<file path="src/rtl/falafel_stream_fifo.sv">
// First-word-fall-through stream FIFO: registered head stage plus a circular array,
// with occupancy count, almost-full/almost-empty flags, synchronous flush and optional empty bypass.
module falafel_stream_fifo #(
    parameter int DEPTH     = 64,
    parameter int DATA_W    = 16,
    parameter int AF_THRESH = 60,
    parameter int AE_THRESH = 4,
    parameter int BYPASS_EN = 1
) (
    input  logic                       clk_i,
    input  logic                       rst_i,
    input  logic                       flush_i,
    input  logic                       in_valid_i,
    output logic                       in_ready_o,
    input  logic [DATA_W-1:0]          in_data_i,
    output logic                       out_valid_o,
    input  logic                       out_ready_i,
    output logic [DATA_W-1:0]          out_data_o,
    output logic [$clog2(DEPTH+1)-1:0] count_o,
    output logic                       almost_full_o,
    output logic                       almost_empty_o
);

    localparam int CNT_W     = $clog2(DEPTH + 1);
    localparam int ARR_DEPTH = DEPTH - 1;
    localparam int PTR_W     = (ARR_DEPTH > 1) ? $clog2(ARR_DEPTH) : 1;

    if (DEPTH < 2) begin : gBadDepth
        $error("falafel_stream_fifo: DEPTH must be at least 2");
    end
    if (AF_THRESH < 0 || AF_THRESH > DEPTH) begin : gBadAf
        $error("falafel_stream_fifo: AF_THRESH must lie within 0..DEPTH");
    end
    if (AE_THRESH < 0 || AE_THRESH > DEPTH) begin : gBadAe
        $error("falafel_stream_fifo: AE_THRESH must lie within 0..DEPTH");
    end

    logic [DATA_W-1:0] mem_q [ARR_DEPTH];

    logic [DATA_W-1:0] headData_q, headData_d;
    logic              headValid_q, headValid_d;
    logic [CNT_W-1:0]  count_q, count_d;
    logic [CNT_W-1:0]  arrCount_q, arrCount_d;
    logic [PTR_W-1:0]  wrPtr_q, wrPtr_d;
    logic [PTR_W-1:0]  rdPtr_q, rdPtr_d;

    logic push, pop, headFree, loadFromArr, loadBypass, arrWrite;

    // Array pointers wrap explicitly so non-power-of-2 depths work.
    function automatic logic [PTR_W-1:0] nextPtr(input logic [PTR_W-1:0] p);
        return (p == PTR_W'(ARR_DEPTH - 1)) ? '0 : p + PTR_W'(1);
    endfunction

    assign in_ready_o     = (count_q < CNT_W'(DEPTH));
    assign out_valid_o    = headValid_q;
    assign out_data_o     = headData_q;
    assign count_o        = count_q;
    assign almost_full_o  = (count_q >= CNT_W'(AF_THRESH));
    assign almost_empty_o = (count_q <= CNT_W'(AE_THRESH));

    // The head refills from the array first; a new word only bypasses into it when the array is empty.
    always_comb begin
        push        = in_valid_i && in_ready_o;
        pop         = headValid_q && out_ready_i;
        headFree    = !headValid_q || pop;
        loadFromArr = headFree && (arrCount_q != '0);
        loadBypass  = (BYPASS_EN != 0) && headFree && (arrCount_q == '0) && push;
        arrWrite    = push && !loadBypass;

        headData_d  = headData_q;
        headValid_d = headValid_q;
        rdPtr_d     = rdPtr_q;
        wrPtr_d     = wrPtr_q;

        if (loadFromArr) begin
            headData_d  = mem_q[rdPtr_q];
            headValid_d = 1'b1;
            rdPtr_d     = nextPtr(rdPtr_q);
        end else if (loadBypass) begin
            headData_d  = in_data_i;
            headValid_d = 1'b1;
        end else if (headFree) begin
            headValid_d = 1'b0;
        end

        if (arrWrite) begin
            wrPtr_d = nextPtr(wrPtr_q);
        end

        arrCount_d = arrCount_q + CNT_W'(arrWrite) - CNT_W'(loadFromArr);
        count_d    = count_q + CNT_W'(push) - CNT_W'(pop);

        // Flush discards everything in flight but keeps the last head data visible.
        if (flush_i) begin
            headData_d  = headData_q;
            headValid_d = 1'b0;
            rdPtr_d     = '0;
            wrPtr_d     = '0;
            arrCount_d  = '0;
            count_d     = '0;
        end
    end

    always_ff @(posedge clk_i) begin
        if (rst_i) begin
            headData_q  <= '0;
            headValid_q <= 1'b0;
            count_q     <= '0;
            arrCount_q  <= '0;
            wrPtr_q     <= '0;
            rdPtr_q     <= '0;
        end else begin
            headData_q  <= headData_d;
            headValid_q <= headValid_d;
            count_q     <= count_d;
            arrCount_q  <= arrCount_d;
            wrPtr_q     <= wrPtr_d;
            rdPtr_q     <= rdPtr_d;
        end
    end

    always_ff @(posedge clk_i) begin
        if (!rst_i && !flush_i && arrWrite) begin
            mem_q[wrPtr_q] <= in_data_i;
        end
    end

endmodule
</file>
<file path="config.mk">
export PLATFORM = sky130hd
export DESIGN_NAME = falafel_stream_fifo
export DESIGN_NICKNAME = d
export VERILOG_FILES = /design/src/rtl/falafel_stream_fifo.sv
export SDC_FILE = /design/constraint.sdc
export NUM_CORES = 1
export LEC_CHECK = 0
export BUFFER_PORTS_ARGS = -buffer_cell sky130_fd_sc_hd__buf_4
export CAP_MARGIN = 15
export CORE_MARGIN = 2
export CORE_UTILIZATION = 25
export CTS_CLUSTER_SIZE = 8
export DETAILED_ROUTE_END_ITERATION = 10
export HOLD_SLACK_MARGIN = 0.1
export PLACE_DENSITY = 0.43
export SLEW_MARGIN = 20
export SYNTH_ARGS = -nofsm -noshare
export SYNTH_HDL_FRONTEND = slang
export SYNTH_SLANG_ARGS = --single-unit
</file>
<file path="constraint.sdc">
create_clock -name clk_i -period 4.1 [get_ports clk_i]
set_input_delay 0.205 -clock clk_i [delete_from_list [all_inputs] [get_ports clk_i]]
set_output_delay 0.205 -clock clk_i [all_outputs]
set_load 0.05 [all_outputs]
</file>
# Yosys cells after proc, flatten, opt, wreduce, memory -nomap -nowiden
# Memory sizes are Yosys's and may differ from the RTL's. A register that Yosys moved wholly into a read port is not among the register bits.
# Cells that the tools add are included.
# word_totals
regBits,43
ramBits,1008
input_bits,21
out_inout_bits,27
word_cells,49
mem_count,1
# memory_table
name,depth,width,rd,rd_clocked_by_memory_dff,write_ports,line_no,source
mem_q,63,16,1,1,1,38,logic [DATA_W-1:0] mem_q [ARR_DEPTH];
# classes
addsub,6
magnitude_cmp,3
n_eq_ne,2
n_mux,11
bitwise_logic,1
n_reduce_logical,19
# ops
operator,n
two-way mux 16 bit,2
two-way mux 6 bit,4
adder 7 x 1 -> 7 bit,2
subtractor 7 x 1 -> 7 bit,2
adder 6 x 1 -> 6 bit (second input constant),2
== test 6 bit (second input constant),2
logical AND 1 bit,8
>= comparator 7 x 6 -> 1 bit (second input constant),1
<= comparator 7 x 3 -> 1 bit (second input constant),1
logical NOT 7 bit,1
< comparator 7 bit (second input constant),1
nonzero test 7 bit,1
two-way mux 1 bit,5
logical NOT 1 bit,4
nonzero test 3 bit,1
AND reduction 2 bit,1
nonzero test 2 bit,1
OR reduction 2 bit,1
logical OR 1 bit,1
NOT 1 bit,1

# Logic depth before layout (Yosys ltp)
# Gate-level depths: netlist of run 1.
# logic_depth
word_depth,9
mapped_depth,15
depth_no_buf,14

# Least setup slack after synthesis of run 1
# OpenSTA, ideal clock, no wires.
# synth_path
path_type,register -> register
startpoint,"register count_q[6], in the netlist count_o[6]"
endpoint,"memory mem_q[12][0], enable pin"
setup_time_ns,0.409
arrival_time_ns,2.980
required_time_ns,3.691
setup_slack_ns,0.711
path_stages_with_launch,7
n_path_buf,2
period_less_slack_ns,3.389
path_cell_list,dfxtp_1 inv_1 nand2_1 a21o_1 clkbuf_1 buf_1 nor3_1
# synth_via
elab_chain_len,8
# synth_rtl
item,line_no,source
from (decl),42,"logic [CNT_W-1:0] count_q, count_d;"
from (signal assigned),115,count_q <= count_d;
< comparator 7 bit (*),54,assign in_ready_o = (count_q < CNT_W'(DEPTH));
via in_ready_o,14,"output logic in_ready_o,"
logical AND 1 bit (*),63,push = in_valid_i && in_ready_o;
logical AND 1 bit,67,loadBypass = (BYPASS_EN != 0) && headFree && (arrCount_q == '0) && push;
logical NOT 1 bit,68,arrWrite = push && !loadBypass;
logical AND 1 bit (*),68,
logical AND 1 bit (*),123,if (!rst_i && !flush_i && arrWrite) begin
two-way mux 1 bit (*),123,
two-way mux 1 bit (not written as such) (*),124,mem_q[wrPtr_q] <= in_data_i;
to (decl),38,
# The timed path passes the listed nets; every way through them passes the cells marked *.

==> results of run 1 <==
-- worst min-delay path by stage --
| stage | from | end | slack (ns) |
|---|---|---|---|
| 4_1_cts | in_data_i[0] | mem_q[40][0]$_DFFE_PP_ | 0.10 |
| 2_1_floorplan | in_data_i[0] | mem_q[0][0]$_DFFE_PP_ | 0.30 |
| 5_1_grt | in_data_i[9] | mem_q[59][9]$_DFFE_PP_ | 0.12 |
| 3_5_place_dp | rdPtr_q[1]$_SDFFE_PP0N_ | flip-flop | 0.56 |
| 6_report | in_data_i[9] | mem_q[59][9]$_DFFE_PP_ | 0.09 |
| 3_3_place_gp | rdPtr_q[1]$_SDFFE_PP0N_ | flip-flop | 0.54 |
-- metal layers --
metal	track usage	wire length, um	vias up
met3	0.0246	6240	150
met4	0.0388	2390	0
met1	0.189	52200	11410
li1	-	-	9044
met5	0	0	-
met2	0.223	56000	630
-- area by class of cell --
cell class	count	area, um^2
fillers	15961	115000
flip-flops and latches	1057	31300
clock buffers	197	3990
clock inverters	14	214
repair buffers	172	1450
multi-input cells	913	9490
well taps	2189	2740
inverters	19	71.3
-- stage by stage --
stage,hold slack [ns],util,instance area [um^2],worst slack [ns]
after global routing,0.123,0.299,49200,0.577
after global placement,0.539,0.273,44900,0.565
after CTS,0.100,0.299,49200,0.575
after detailed placement,0.559,0.273,44900,0.582
after floorplan,0.304,-,41400,0.711
final,0.0890,0.299,49200,0.697
-- timing repair --
item	in CTS	in global routing
buffers inserted	0	0
hold endpoints to repair	323	0
hold buffers	12	0
endpoints found under the setup margin	0	0
-- state kept, by name (all words and copies together), names as in the netlist, named ones only --
signal       cells
mem_q         1008
rdPtr_q          6
out_data_o      16
wrPtr_q          6
out_valid_o      1
arrCount_q       7
count_o          7
-- power breakdown --
group	switching [mW]	internal, mW	total (mW)
clock network	4.43	6.74	11.2
registers	0.379	12.0	12.4
logic	3.53	2.58	6.11
-- layout by cell type, fill, tap and decap left out, types with 4 or more instances in the layout --
master         count
mux4_2           202
o21ai_1           10
dlygate4sd3_1     12
clkbuf_16        153
nor2b_1           18
nor2_2            11
a211oi_1          33
or3_1             10
mux2i_1           60
nand2b_1           5
a221oi_1          13
o21ai_0           29
nor2_1           121
xor2_1             8
edfxtp_1        1008
clkbuf_1          44
nor3_2            12
a2111oi_2         13
nand4_1            5
inv_1             18
nor3_1            33
o211ai_1          13
xnor2_1            7
ha_1              27
or2_2              7
and2_1             8
clkinv_8           6
nand2_1           44
a21o_1             4
dfxtp_1           45
buf_12            10
a22oi_1           13
mux2_2            48
buf_4            149
a21oi_1           32
nand3_1           16
o22ai_1           77
-- cell families after synthesis --
logic type / count (synthesis)
simple gates: 303
mux: 310
fa+ha+maj: 29
compound gates: 256
xor+xnor: 15
flops: 1057
buf+inv: 136
-- worst max-delay path, delay by kind of cell, from the launching register on --
kind / cells / cell delay (ns)
buffers and inverters: 2 / 0.56
multiplexers: 1 / 0.51
AND/OR/NAND/NOR: 2 / 0.26
flip-flops: 1 / 0.67
AO/OA/AOI/OAI: 3 / 1.20
==> summary.md, run 1 <==
| Metric | Value |
|---|---|
| Core Rows | 149 |
| Synth cell count leaders | edfxtp_1, mux4_2, nor2_1 |
| Critical path's slowest cell | dfxtp_4 |
| Worst Skew | 0.0345 ns |
| Top-area cell type share of the netlist area | 0.732 |
| Fin crit period | ~3.4 ns |
| Relative slew slack | 0.303 |
| DRT Pass-1 Iters | 5 |
| Wire per inst | 25.6 um |
| Critical path class | flip-flop to flip-flop |
| Max-cap viol count | 0 |
| Global-route wire length before repair | ~170 mm |
| Worst slew pin tran | around 1.0 ns |
| Worst-path clk slew | 0.05 ns |
| Post-Synth Adder-Cell Area | 0.00913 |
| Reg2Reg Depth | 8 |
| Unrepaired setup endpoints after global routing | false |
| Worst-path fanout max | 25 |
| CTS resizes | 0 |
| Antenna violations before repair | 2 |
| Synth Net Count | 2,156 |
| Max IR drop VDD | 0.414 mV |
| # port buffers | 47 |
| Pin count of the biggest net entering global routing | 76 |
| Max Fclk | roughly 290 MHz |
| Horiz. Die Dim | between 400 and 500 um |
| Final wirelength | 117 mm |
| CP Capture Type | flip-flop |
| Antenna Cells | 0 |
| Die area | 169,000 um^2 |
| Max Slew Vio Count | 0 |
| Status | complete, no violations |
| Post-Synth Simple-Gate Area | 0.0337 |
| Number of synthesized flops with an enable pin | ~1,000 |
| Starting Density | 0.251 |
| Xor/xnor cell area share of the yosys netlist | 0.00318 |
| CTS sink count | 1,057 |
| Main combinational cell family by area after synthesis | multiplexers |
| Critical Path, Cell by Cell | buf_12 -> buf_12 -> mux4_2 -> nor2b_1 -> a211oi_1 -> nor3_1 -> a21oi_1 -> a211oi_1 |
| Most frequent cell after synthesis | edfxtp_1 |
| Core area | 165,000 um^2 |
| Max stage delay on crit path | 0.67 ns |
| Cell area after synthesis | 41,400 um^2 |
| Most used DFF post-synth | edfxtp_1 |
| Die height | between 400 and 500 um |
| Nature of the critical path startpoint | flip-flop |
| Hold Path Class | input pin to flip-flop |
| Synth warn | 0 |
| Vias | 21,234 |
| Critical Path RT | 4.69 ns |
| R2R setup slack | approximately 0.70 ns |
| Post-synthesis sequential area ratio | 0.755 |
| Clock root buffer | clkbuf_16 |
| Grt total ovfl | 0 |
| Cell count after placement | 4,338 |
| Drc violations | 0 |
| Endpoints failing setup | 0 |
| Leakage power | 14.8 nW |
| CTS Buffer Depth | 3 |
| Io pins | 48 |
| Layout cells sized above 1 | 0.266 |
| Ys async rst share | 0 |
| DP Wirelength | between 60 and 70 mm |
| Setup TNS | 0 ns |
| FF-to-FF End | out_data_o[10]$_SDFFE_PP0P_ |
| Mux share of post-synthesis cell area | 0.138 |
| Total GRT Usage | 0.138 |
| Via density per instance | 4.66 |
| Hold path depth | 1 |
| Hold Fails Final Rpt | 0 |
| Worst EP arrival | 4.00 ns |
| Period utilization | 0.830 |
| Starting DRT DRC Count | between 2,000 and 2,500 |
| Synth Register Bits | 1,057 |
| Netlist cell types | 55 |
| H-tree depth | 4 |
| Tot Pwr | 29.7 mW |
| RePlAce Congestion | roughly 0.76 |
| Yosys top cell by area | edfxtp_1 |
| CTS tree | yes |
| Clock Latency Late Sink | around 0.74 ns |
| Total CTS buffers | 150 |
| Post-Syn Instances | 2,106 |
| Final ANT Viol Nets | 0 |
| Top cells by area, synth | edfxtp_1, mux4_2, dfxtp_1 |
| Pwr Density | 603 nW/um^2 |
| Final non-filler cell total | 4,561 |
| Critical Path End | out_data_o[10]$_SDFFE_PP0P_ |
| Mean post-synth cell area | just under 20 um^2 |
| Final net count | between 2,000 and 2,500 |
| Synth Area in Compound Gates | 0.0433 |
| Vias in the first global route | 22,024 |
| Area grow syn2layout | 19.0% |
(Power assumes the default switching activity.)
==> run 2: changes to the inputs <==
--- a/config.mk
+++ b/config.mk
@@ -12,7 +12,7 @@
 export CTS_CLUSTER_SIZE = 8
 export DETAILED_ROUTE_END_ITERATION = 10
 export HOLD_SLACK_MARGIN = 0.1
-export PLACE_DENSITY = 0.43
+export PLACE_DENSITY = 0.45
 export SLEW_MARGIN = 20
 export SYNTH_ARGS = -nofsm -noshare
 export SYNTH_HDL_FRONTEND = slang
==> constraint.sdc (replaced) <==
create_clock -name clk_i -period 3.1 [get_ports clk_i]
set_input_delay 0.155 -clock clk_i [delete_from_list [all_inputs] [get_ports clk_i]]
set_output_delay 0.155 -clock clk_i [all_outputs]
set_load 0.05 [all_outputs]
==> run 2 against run 1 <==
Global-route usage decreased by 0.29 points. Die area unchanged. Flip-flop and latch count unchanged. First-iteration DRC count decreased by 6.4%. Worst setup slack got worse by 0.50 ns. Routed wire length decreased by 2.2%. Combinational power increased by 35%. Largest cell class unchanged. Highest routed layer is now met5.
==> summary.md, run 2 (synthesis results as in run 1) <==
| Metric | Value |
|---|---|
| Critical Path RT | between 3 and 4 ns |
| Final ANT Viol Nets | 0 |
| CTS sink count | roughly 1,100 |
| Crit-path most repeated cell | buf_4 |
| # fillers | between 15,000 and 20,000 |
| Global-route wire length before repair | approximately 160 mm |
| CP Capture Type | flip-flop |
| Starting Density | 0.251 |
| Area grow syn2layout | 20.9% |
| Max Fclk | approximately 340 MHz |
| Vias in the first global route | ~22,000 |
| Max Slew Vio Count | 0 |
| Hold path depth | 5 |
| Endpoints failing setup | 0 |
| Largest register FFs | 1,008 |
| Grt total ovfl | 0 |
| Nature of the critical path startpoint | flip-flop |
| Fin crit period | 2.90 ns |
| Die area | roughly 170,000 um^2 |
| CP top delay family | simple AND/OR/NAND/NOR gates |
| Reg2Reg Launch Point | arrCount_q[4]$_SDFF_PP0_ |
| RePlAce Congestion | approximately 0.81 |
| Antenna violations before repair | 5 |
| Worst-path fanout max | 16 |
| Period utilization | 0.936 |
| Hold Fails Final Rpt | 0 |
| Hold endpoint | arrCount_q[0]$_SDFF_PP0_ |
| Relative slew slack | 0.310 |
| Final net count | between 2,000 and 2,500 |
| Most frequent cells in the layout | edfxtp_1, mux4_2, buf_4, clkbuf_16, nor2_1 |
| DP Wirelength | 71.4 mm |
| Status | complete, no violations |
| Wire per inst | 24.8 um |
| Post-DP Area | 45,700 um^2 |
| Critical path's slowest cell | nor2_1 |
| R2R setup slack | 0.20 ns |
| # port buffers | 47 |
| Hold Path Class | input pin to flip-flop |
| Pin count of the biggest net entering global routing | 65 |
| Pwr Density | slightly below 800 nW/um^2 |
| Core area | 165,000 um^2 |
| H-tree depth | 4 |
| Bufs and invs on worst path | 4 |
| CTS Buffer Depth | 3 |
| Max-cap viol count | 0 |
| CTS resizes | 0 |
| Reg2Reg Depth | 10 |
| Via density per instance | 4.64 |
| Total CTS buffers | 150 |
| Most common cell after layout, fill and taps aside | edfxtp_1 |
| Total GRT Usage | 0.135 |
| Worst-path clk slew | 0.05 ns |
| Clock root buffer | clkbuf_16 |
| Unrepaired setup endpoints after global routing | false |
| Final wirelength | 114 mm |
| Worst EP arrival | 3.31 ns |
| Horiz. Die Dim | 411 um |
| Max stage delay on crit path | 0.38 ns |
| Vias | 21,388 |
| HP Start | in_valid_i |
| Hold Slack | about 0.24 ns |
| Biggest register | mem_q |
| Drc violations | 0 |
| FF-to-FF End | mem_q[0][7]$_DFFE_PP_ |
| Io pins | 48 |
| DRT Pass-1 Iters | 5 |
| Cell area after layout | roughly 50,000 um^2 |
| Die height | 411 um |
| Core Rows | 149 |
| Critical path class | flip-flop to flip-flop |
| Worst Skew | 0.0296 ns |
| Starting DRT DRC Count | 1,884 |
| Worst slew pin tran | 1.03 ns |
| Max IR drop VDD | 0.539 mV |
| Critical Path, Cell by Cell | inv_1 -> ha_1 -> and3_1 -> buf_4 -> a21o_1 -> nor2_1 -> nand3_1 -> buf_4 -> nor2_1 -> buf_4 |
| Clock Latency Late Sink | between 0.7 and 0.8 ns |
| CTS tree | yes |
| Layout cells sized above 1 | 0.278 |
| Leakage power | 15.2 nW |
run 2: how the worst max path moves through the flow:
stage | start | end | slack, ns | depth (start not counted)
2_1_floorplan | count_o[6]$_SDFF_PP0_ | mem_q[12][0]$_DFFE_PP_ | -0.29 | 6
3_3_place_gp | arrCount_q[1]$_SDFF_PP0_ | arrCount_q[6]$_SDFF_PP0_ | 0.14 | 13
3_5_place_dp | arrCount_q[3]$_SDFF_PP0_ | mem_q[44][6]$_DFFE_PP_ | 0.18 | 9
4_1_cts | arrCount_q[3]$_SDFF_PP0_ | mem_q[44][6]$_DFFE_PP_ | 0.18 | 9
5_1_grt | count_o[6]$_SDFF_PP0_ | arrCount_q[6]$_SDFF_PP0_ | 0.03 | 12
6_report | arrCount_q[4]$_SDFF_PP0_ | mem_q[0][7]$_DFFE_PP_ | 0.20 | 10
run 2: per-layer routing:
metal	vias up	GRT usage	share of wire
met1	11295	0.183	0.44
met4	2	0.0369	0.020
met2	760	0.215	0.47
met5	-	0	0.00011
li1	9173	-	-
met3	158	0.0329	0.070
run 2: worst register-to-register path, stage by stage, from the launching register on:
cell and delay (ns):
dfxtp_1 0.34, inv_1 0.08, ha_1 0.22, and3_1 0.17, buf_4 0.16, a21o_1 0.34, nor2_1 0.39, nand3_1 0.24
buf_4 0.22, nor2_1 0.11, buf_4 0.31
run 2: final cells by class:
type | instances | area (um^2) | area share
flip-flops and latches | 1057 | 31300 | 0.625
diodes | 3 | 7.51 | 0.000150
clock inverters | 11 | 121 | 0.00243
inverters | 19 | 71.3 | 0.00143
clock buffers | 189 | 3970 | 0.0794
repair buffers | 232 | 2390 | 0.0478
well taps | 2189 | 2740 | 0.0547
multi-input cells | 913 | 9460 | 0.189
run 2: what timing repair did:
action                                  CTS  global route
endpoints found under the setup margin    0            57
hold buffers                             20             0
buffers inserted                          0             1
endpoints found under the hold margin   699             0
run 2: metrics by stage:
| stage | power, mW | utilization | setup slack (ns) | instances | TNS [ns] |
|---|---|---|---|---|---|
| 5_1_grt | 40.8 | 0.304 | 0.0264 | 4610 | 0 |
| 3_5_place_dp | 25.1 | 0.278 | 0.178 | 4389 | 0 |
| 3_3_place_gp | 25.0 | 0.278 | 0.139 | 4389 | 0 |
| 6_report | 39.3 | 0.304 | 0.200 | 4613 | 0 |
| 2_1_floorplan | 22.1 | - | -0.289 | 2106 | -49.51 |
| 4_1_cts | 39.8 | 0.304 | 0.179 | 4609 | 0 |
run 2: power breakdown:
group | internal [mW] | switching (mW)
Clock | 8.83 | 5.71
Sequential | 15.9 | 0.560
Combinational | 3.63 | 4.63
